$ cat src/rtl/product_accumulator_if.sv
// ---------------------------------------------------------------------------
// | product_accumulator_if : input-term and result handshake bundle         |
// | Revision 1.0                                                            |
// ---------------------------------------------------------------------------
`default_nettype none

interface product_accumulator_if #(
  parameter int PROD_W = 32,
  parameter int ACC_W  = 40,
  parameter int CNT_W  = 8
);
  logic              in_valid;
  logic              in_ready;
  logic [PROD_W-1:0] product;
  logic              in_last;
  logic              out_valid;
  logic              out_ready;
  logic [ACC_W-1:0]  acc_out;
  logic [CNT_W-1:0]  term_cnt;
  logic              ovf;

  modport master (
    output in_valid, product, in_last, out_ready,
    input  in_ready, out_valid, acc_out, term_cnt, ovf
  );

  modport slave (
    input  in_valid, product, in_last, out_ready,
    output in_ready, out_valid, acc_out, term_cnt, ovf
  );
endinterface

`default_nettype wire

$ cat src/rtl/product_accumulator.sv
// ---------------------------------------------------------------------------
// | product_accumulator : sums groups of unsigned products into a wide      |
// | accumulator; `define ACC_SAT_EN clamps on overflow instead of wrapping. |
// | Revision 1.0                                                            |
// ---------------------------------------------------------------------------
`default_nettype none

module product_accumulator #(
  parameter int PROD_W = 32,
  parameter int ACC_W  = 40,
  parameter int CNT_W  = 8
) (
  input  wire                    clk,
  input  wire                    rst_n,
  product_accumulator_if.slave   bus
);

  typedef enum logic [0:0] {
    IDLE  = 1'b0,
    ACCUM = 1'b1
  } state_t;

  state_t             state_q;
  logic [ACC_W-1:0]   acc_q;
  logic [CNT_W-1:0]   cnt_q;
  logic               ovf_q;
  logic               out_valid_q;
  logic [ACC_W-1:0]   acc_out_q;
  logic [CNT_W-1:0]   term_cnt_q;
  logic               ovf_out_q;

  logic               in_ready_w;
  logic               accept_w;
  logic [ACC_W:0]     prod_ext_w;
  logic [ACC_W-1:0]   acc_base_w;
  logic [CNT_W-1:0]   cnt_base_w;
  logic               ovf_base_w;
  logic [ACC_W:0]     sum_w;
  logic [ACC_W-1:0]   acc_d;
  logic [CNT_W-1:0]   cnt_d;
  logic               ovf_d;

  assign in_ready_w = ~out_valid_q | bus.out_ready;
  assign accept_w   = bus.in_valid & in_ready_w;

  // In IDLE the group starts fresh, so the running terms are forced to zero.
  always_comb begin
    prod_ext_w               = '0;
    prod_ext_w[PROD_W-1:0]   = bus.product;
    acc_base_w               = (state_q == IDLE) ? '0 : acc_q;
    cnt_base_w               = (state_q == IDLE) ? '0 : cnt_q;
    ovf_base_w               = (state_q == IDLE) ? 1'b0 : ovf_q;
    sum_w                    = {1'b0, acc_base_w} + prod_ext_w;
    ovf_d                    = ovf_base_w | sum_w[ACC_W];
    cnt_d                    = (cnt_base_w == {CNT_W{1'b1}}) ? cnt_base_w
                                                             : cnt_base_w + 1'b1;
`ifdef ACC_SAT_EN
    acc_d                    = ovf_d ? {ACC_W{1'b1}} : sum_w[ACC_W-1:0];
`else
    acc_d                    = sum_w[ACC_W-1:0];
`endif
  end

  always_ff @(posedge clk) begin
    if (!rst_n) begin
      state_q     <= IDLE;
      acc_q       <= '0;
      cnt_q       <= '0;
      ovf_q       <= 1'b0;
      out_valid_q <= 1'b0;
      acc_out_q   <= '0;
      term_cnt_q  <= '0;
      ovf_out_q   <= 1'b0;
    end else begin
      if (out_valid_q && bus.out_ready) begin
        out_valid_q <= 1'b0;
      end
      if (accept_w) begin
        if (bus.in_last) begin
          out_valid_q <= 1'b1;
          acc_out_q   <= acc_d;
          term_cnt_q  <= cnt_d;
          ovf_out_q   <= ovf_d;
          acc_q       <= '0;
          cnt_q       <= '0;
          ovf_q       <= 1'b0;
          state_q     <= IDLE;
        end else begin
          acc_q       <= acc_d;
          cnt_q       <= cnt_d;
          ovf_q       <= ovf_d;
          state_q     <= ACCUM;
        end
      end
    end
  end

  assign bus.in_ready  = in_ready_w;
  assign bus.out_valid = out_valid_q;
  assign bus.acc_out   = acc_out_q;
  assign bus.term_cnt  = term_cnt_q;
  assign bus.ovf       = ovf_out_q;

endmodule

`default_nettype wire

$ cat src/flat_wrapper.sv
// flat-port wrapper written by rule: the top's interface ports become plain ports
module product_accumulator_flat 
#(
  parameter int PROD_W = 32,
  parameter int ACC_W  = 40,
  parameter int CNT_W  = 8
)
  (clk, rst_n, bus_in_valid, bus_product, bus_in_last, bus_out_ready, bus_in_ready, bus_out_valid, bus_acc_out, bus_term_cnt, bus_ovf);
  product_accumulator_if #(.PROD_W(PROD_W), .ACC_W(ACC_W), .CNT_W(CNT_W)) bus_i ();
  input  wire clk;
  input  wire rst_n;
  input wire logic [$bits(bus_i.in_valid)-1:0] bus_in_valid;
  input wire logic [$bits(bus_i.product)-1:0] bus_product;
  input wire logic [$bits(bus_i.in_last)-1:0] bus_in_last;
  input wire logic [$bits(bus_i.out_ready)-1:0] bus_out_ready;
  output wire logic [$bits(bus_i.in_ready)-1:0] bus_in_ready;
  output wire logic [$bits(bus_i.out_valid)-1:0] bus_out_valid;
  output wire logic [$bits(bus_i.acc_out)-1:0] bus_acc_out;
  output wire logic [$bits(bus_i.term_cnt)-1:0] bus_term_cnt;
  output wire logic [$bits(bus_i.ovf)-1:0] bus_ovf;
  assign bus_i.in_valid = bus_in_valid;
  assign bus_i.product = bus_product;
  assign bus_i.in_last = bus_in_last;
  assign bus_i.out_ready = bus_out_ready;
  assign bus_in_ready = bus_i.in_ready;
  assign bus_out_valid = bus_i.out_valid;
  assign bus_acc_out = bus_i.acc_out;
  assign bus_term_cnt = bus_i.term_cnt;
  assign bus_ovf = bus_i.ovf;
  product_accumulator #(.PROD_W(PROD_W), .ACC_W(ACC_W), .CNT_W(CNT_W)) u_core (.clk(clk), .rst_n(rst_n), .bus(bus_i));
endmodule
$ cat config.mk
export PLATFORM = sky130hd
export DESIGN_NAME = product_accumulator_flat
export DESIGN_NICKNAME = d
export VERILOG_FILES = /design/src/rtl/product_accumulator_if.sv /design/src/rtl/product_accumulator.sv /design/src/flat_wrapper.sv
export SDC_FILE = /design/constraint.sdc
export NUM_CORES = 1
export LEC_CHECK = 0
export CAP_MARGIN = 20
export CELL_PAD_IN_SITES_DETAIL_PLACEMENT = 0
export CELL_PAD_IN_SITES_GLOBAL_PLACEMENT = 1
export CORE_UTILIZATION = 44
export CTS_CLUSTER_DIAMETER = 80
export DETAILED_ROUTE_END_ITERATION = 10
export PLACE_DENSITY_LB_ADDON = 0.1
export SYNTH_ARGS = -nofsm -noshare
export SYNTH_HDL_FRONTEND = slang
export SYNTH_SLANG_ARGS = --single-unit
$ cat constraint.sdc
create_clock -name clk -period 10.9 [get_ports clk]
set_input_delay 1.09 -clock clk [delete_from_list [all_inputs] [get_ports clk]]
set_output_delay 1.09 -clock clk [all_outputs]
set_load 0.02 [all_outputs]
==> results of run 1 <==
-- cells by family (layout without fill, tap and decap cells) --
logic type | Yosys count | count (layout) | synth area share (%)
xor+xnor | 39 | 39 | 6.02
simple gates | 208 | 208 | 18.9
mux | 2 | 2 | 0.353
compound gates | 215 | 215 | 27.8
fa+ha+maj | 34 | 34 | 7.63
buf+inv | 57 | 123 | 4.01
flops | 100 | 100 | 35.3
-- power by group through the flow --
| stage | Clock (µW) | Sequential [µW] | Combinational [µW] |
|---|---|---|---|
| floorplan | 0 | 400 | 67.6 |
| finish | 312 | 385 | 123 |
| global route | 335 | 386 | 134 |
| detailed placement | 0 | 393 | 124 |
| global placement | 0 | 393 | 123 |
| CTS | 321 | 385 | 124 |
-- final timing paths --
kind,cells past startpoint,to,start,slack [ns]
worst max register to register,14,u_core.acc_q[34]$_SDFFE_PN0P_,u_core.state_q$_SDFFE_PN0P_,7.29
worst max-delay path,13,u_core.acc_q[34]$_SDFFE_PN0P_,bus_product[0],7.07
worst min-delay path,2,u_core.bus.term_cnt[1]$_SDFFE_PN0P_,u_core.bus.term_cnt[1]$_SDFFE_PN0P_,0.45
worst min register to register,2,u_core.bus.term_cnt[1]$_SDFFE_PN0P_,u_core.bus.term_cnt[1]$_SDFFE_PN0P_,0.45
-- layer usage --
layer / global-route usage (%) / vias up / part of all wire (%)
li1: - / 2499 / -
met3: 3.35 / 21 / 3.8
met1: 28.6 / 2355 / 47
met2: 37.8 / 122 / 47
met4: 9.52 / 0 / 2.3
met5: 0 / - / 0
-- state kept, by name (all words and copies together), names as in the netlist --
signal and count:
u_core.acc_q 40, u_core.bus.acc_out 40, u_core.bus.term_cnt 8, u_core.cnt_q 8
u_core.bus.out_valid 1, u_core.bus.ovf 1, u_core.ovf_q 1, u_core.state_q 1
-- through the flow --
stage               power, µW  setup slack (ns)
global placement          515              6.75
CTS                       830              7.05
floorplan                 468              7.45
finish                    821              7.07
global route              855              6.93
detailed placement        517              6.69
-- layout by cell type (no fill, tap or decap), types with 3 or more instances in the layout --
master	count
nor3b_1	3
nand4_1	9
a21oi_1	45
and2_1	36
nand3_1	16
a22oi_1	17
xor2_1	19
clkbuf_16	9
o21bai_1	5
clkdlybuf4s50_1	87
nor3_1	8
a21oi_2	6
and3_1	10
inv_1	14
a211o_1	5
dfxtp_1	100
a22o_1	55
nor2b_1	23
nand2b_1	3
a32o_1	3
a21boi_0	5
a31oi_1	8
nor2_1	26
o211ai_1	4
o21a_1	3
ha_1	33
and4_1	3
buf_4	6
o21ai_1	4
nand2_1	62
o21ai_0	23
o31ai_1	3
clkbuf_1	3
a21o_1	11
xnor2_1	20
-- worst reg2reg max path: stages, from the launching register on --
cell	delay (ns)
dfxtp_1	0.31
buf_4	0.42
and2_1	0.25
ha_1	0.16
inv_1	0.06
fa_1	0.39
and2b_4	0.27
o2111ai_2	0.13
a21oi_2	0.25
o21ai_4	0.10
o21ai_2	0.23
a31o_1	0.37
and3_1	0.27
o21bai_1	0.08
a32o_1	0.20
-- cell type report --
| type | count | area share [%] |
|---|---|---|
| clock buffer | 14 | 3.81 |
| clock inverter | 2 | 0.253 |
| inverter | 14 | 0.759 |
| multi-input combinational | 498 | 49.9 |
| sequential | 100 | 28.9 |
| tap | 172 | 3.11 |
| timing repair buffer | 93 | 13.2 |
==> flow_summary.ini, run 1 <==
[run_status]
status = finished clean

[synth]
synth_edf_count = 0
yosysMostFrequentCell = dfxtp_1
ys_seq_area_share_pct = 35.3
synthFlopType = dfxtp_1
synth_area_leader_cell = dfxtp_1
synth_seq_cells = 100
synth_area_leaders = dfxtp_1 (35%), a22o_1 (8.5%), ha_1 (7.3%)
yosysTopAreaCellShare_pct = 35.3
syn_avg_cell_area_um2 = 8.66
synth_nets = 726
yosysUniqueCellTypes = 60
synth_commonest_cells = dfxtp_1 (100), nand2_1 (62), a22o_1 (55), a21oi_1 (45), clkbuf_1 (37)
syn-cell-area_um2 = 5680
yosysWarnings = 0
synthCells = 655
ys_async_sr_fraction_pct = 0

[detailed_routing]
drc = 0
drt-total-wl_um = 14600
antenna_left = 0
drt_pass1_iterations = 4
wire_per_inst_um = 16.3
drt_iter0_drc = 240
vias = 4997
vias_per_cell = 5.60

[placement]
io_buffers = 87
dpl.cell_count = 877
place_congestion = 0.902
placed_area_um2 = 6640
hpwl_um = 10200

[pwr]
switching_share_pct = 26.8
clockPowerShare_pct = 38.1
powerDensity_nw_per_um2 = 119
power_switching_uw = 220
comb_power_share_pct = 15.0
seq_power_share_pct = 46.9
p_leak_uw = 0.00281
irDropWorstVdd_mv = 0.0808
power.internal_uw = 601

[clocking]
cts_tree = built
htreeDepth = 3
postCtsSetupBuffers = 0
path_clk_slew_ns = 0.07
numCtsBuffers = 9
clk_path_buf_depth = 2
cts_hold_buf = 0
post_cts_resized = 0
root_buffer = clkbuf_16
cts_sinks = 100
clock_latency_ns = 0.36

[critical_path]
worstSetupPathType = in2reg
cp-end-kind = flop
crit_chain = clkdlybuf4s50_1, ha_1, inv_1, fa_1, and2b_4, o2111ai_2, a21oi_2, o21ai_4, o21ai_2, a31o_1, and3_1, o21bai_1, a32o_1
cpLargestDelayFamily = compound AO/OA/AOI/OAI gates
startpoint_type = input pin
worst_ep_arrival_time_ns = 4.09
required_ns = 11.15
crit_slowest_cell = clkdlybuf4s50_1
path_max_fanout = 8
critPathBufInv = 2
slowest_delay_ns = 0.46

[final_layout]
area.sequential_um2 = 2000
nNetsFinal = 787
syn_to_final_growth_pct = 22.0
final_cell_area_um2 = 6920
antenna_cells = 0
final_core_util_pct = 54.9
final-instance-count-excl-fill = 893
multiInputGateArea_um2 = 3460
fillers = 1210
drive_gt1_share_pct = 5.55

[die]
die_h_um = 116
pin_count = 88
die_area_um2 = 13400
std_cell_rows = 41
fp.dieW_um = 116
start_util_pct = 45.0
core_area_um2 = 12600

[timing]
tightest_slew_ns = 1.00
whs_ns = 0.452
setup_tns_ns = 0
fin_crit_ns = 3.83
fin_crit_sh_pct = 35.2
setup_viol = 0
hold_viol = 0
maxSlewViolCount = 0
fin_worst_skew_ns = 0.00430
relSlewSlack_pct = 33.3
fmax_ghz = 0.261
rsz0062_at_grt = no

[global_routing]
grt_overflow = 0
grt_max_degree = 54
grt_pass1_wl_um = 23400
antenna_found_initial = 0
grt_pass1_vias = 4737
grt_usage_pct = 22.5

[run]
drv_cap = 0

[min_path]
hold_path.class = reg2reg
Power figures use the tool's default switching activity.
==> run 2, diff against run 1 <==
--- a/config.mk
+++ b/config.mk
@@ -8,7 +8,7 @@
 export CAP_MARGIN = 20
 export CELL_PAD_IN_SITES_DETAIL_PLACEMENT = 0
 export CELL_PAD_IN_SITES_GLOBAL_PLACEMENT = 1
-export CORE_UTILIZATION = 44
+export CORE_UTILIZATION = 41
 export CTS_CLUSTER_DIAMETER = 80
 export DETAILED_ROUTE_END_ITERATION = 10
 export PLACE_DENSITY_LB_ADDON = 0.1
==> constraint.sdc (replaced) <==
create_clock -name clk -period 3.9 [get_ports clk]
set_input_delay 0.39 -clock clk [delete_from_list [all_inputs] [get_ports clk]]
set_output_delay 0.39 -clock clk [all_outputs]
set_load 0.02 [all_outputs]
==> flow_summary.ini, run 2 (synthesized netlist as in run 1, its figures left out) <==
[timing]
setup_viol = 0
setup_tns_ns = 0
hold_viol = 0
tightest_slew_ns = 0.734
maxSlewViolCount = 0
fin_worst_skew_ns = 0.00913
fin_crit_sh_pct = 86.6
fmax_ghz = 0.296
fin_crit_ns = 3.38
relSlewSlack_pct = 50.9
rsz0062_at_grt = no

[pwr]
p_leak_uw = 0.00289
powerDensity_nw_per_um2 = 368
irDropWorstVdd_mv = 0.299
power_uw = 2610

[die]
die_h_um = 120
fp.dieW_um = 120
pin_count = 88
die_area_um2 = 14300
start_util_pct = 42.5
std_cell_rows = 42
core_area_um2 = 13300

[final_layout]
nNetsFinal = 791
syn_to_final_growth_pct = 24.8
drive_gt1_share_pct = 6.48
final_cell_area_um2 = 7090
final_common_cell = dfxtp_1
final_core_util_pct = 53.1
fillers = 1255
antenna_cells = 0
final_cell_mix = dfxtp_1 (100), clkdlybuf4s50_1 (87), nand2_1 (62)

[critical_path]
worst_ep_arrival_time_ns = 3.62
startpoint_type = flop
required_ns = 4.15
cp-end-kind = flop
worstSetupPathType = reg2reg
path_max_fanout = 44

[detailed_routing]
wire_per_inst_um = 16.7
drt-total-wl_um = 15000
vias_per_cell = 5.56
antenna_left = 0
vias = 5013
drc = 0
drt_iter0_drc = 270
drt_pass1_iterations = 4

[run_status]
status = finished clean

[global_routing]
grt_max_degree = 45
grt_pass1_wl_um = 25100
grt_usage_pct = 22.1
antenna_found_initial = 0
grt_pass1_vias = 5070
grt_overflow = 0

[clocking]
cts_tree = built
cts_hold_buf = 0
clock_latency_ns = 0.35
post_cts_resized = 0
numCtsBuffers = 9
cts_sinks = 100
root_buffer = clkbuf_16
path_clk_slew_ns = 0.07
htreeDepth = 3
postCtsSetupBuffers = 0
clk_path_buf_depth = 2

[placement]
placed_area_um2 = 6690
hpwl_um = 10700
place_congestion = 0.907
io_buffers = 87

[min_path]
hold_path.class = reg2reg

[run]
drv_cap = 0
-- run 2: critical path, cell delays in order (launching register included) --
cell       delay, ns
dfxtp_1         0.49
buf_4           0.47
and2_1          0.20
ha_1            0.21
nand2_1         0.16
a21oi_1         0.19
nor2b_1         0.07
nor3_1          0.20
a21oi_2         0.13
o21a_2          0.26
o31ai_4         0.43
a2111oi_1       0.16
a211o_1         0.28
-- run 2: cell type report --
class / count / area (µm²) / area share [%]
clock buffers: 9 / 225 / 3.18
clock inverters: 7 / 170 / 2.40
inverters: 14 / 52.6 / 0.742
multi-input cells: 498 / 3460 / 48.8
flip-flops and latches: 100 / 2000 / 28.3
well taps: 176 / 220 / 3.11
repair buffers: 97 / 958 / 13.5
-- run 2: routing by layer --
metal  wire length (µm)  track usage, %  share of wire (%)  vias to the layer above
met4                252            6.64                1.7                        0
met1               7060            27.1                 47                     2374
met3                553            4.90                3.7                       17
met5                  0               0                  0                        -
met2               7150            38.4                 48                      114
li1                   -               -                  -                     2508
-- run 2: metrics by stage --
stage,std cells,setup WS [ns],hold WS (ns)
after floorplan,655,0.445,0.436
after global placement,885,0.439,0.440
after detailed placement,885,0.376,0.448
after CTS,901,0.537,0.464
after global routing,901,0.226,0.478
final,901,0.521,0.459
-- run 2: worst paths after layout --
kind              slack, ns  depth (start not counted)                           startpoint                             endpoint
hold / removal         0.46                          2  u_core.bus.acc_out[34]$_SDFFE_PN0P_  u_core.bus.acc_out[34]$_SDFFE_PN0P_
setup reg to reg       0.52                         12          u_core.state_q$_SDFFE_PN0P_  u_core.bus.acc_out[37]$_SDFFE_PN0P_
setup / recovery       0.52                         12          u_core.state_q$_SDFFE_PN0P_  u_core.bus.acc_out[37]$_SDFFE_PN0P_
hold reg to reg        0.46                          2  u_core.bus.acc_out[34]$_SDFFE_PN0P_  u_core.bus.acc_out[34]$_SDFFE_PN0P_
-- run 2: power breakdown --
part / total (µW) / switching (µW) / internal [µW]
registers: 1080 / 19.7 / 1060
logic: 350 / 197 / 154
clock network: 1180 / 415 / 764
total: 2610 / 631 / 1970
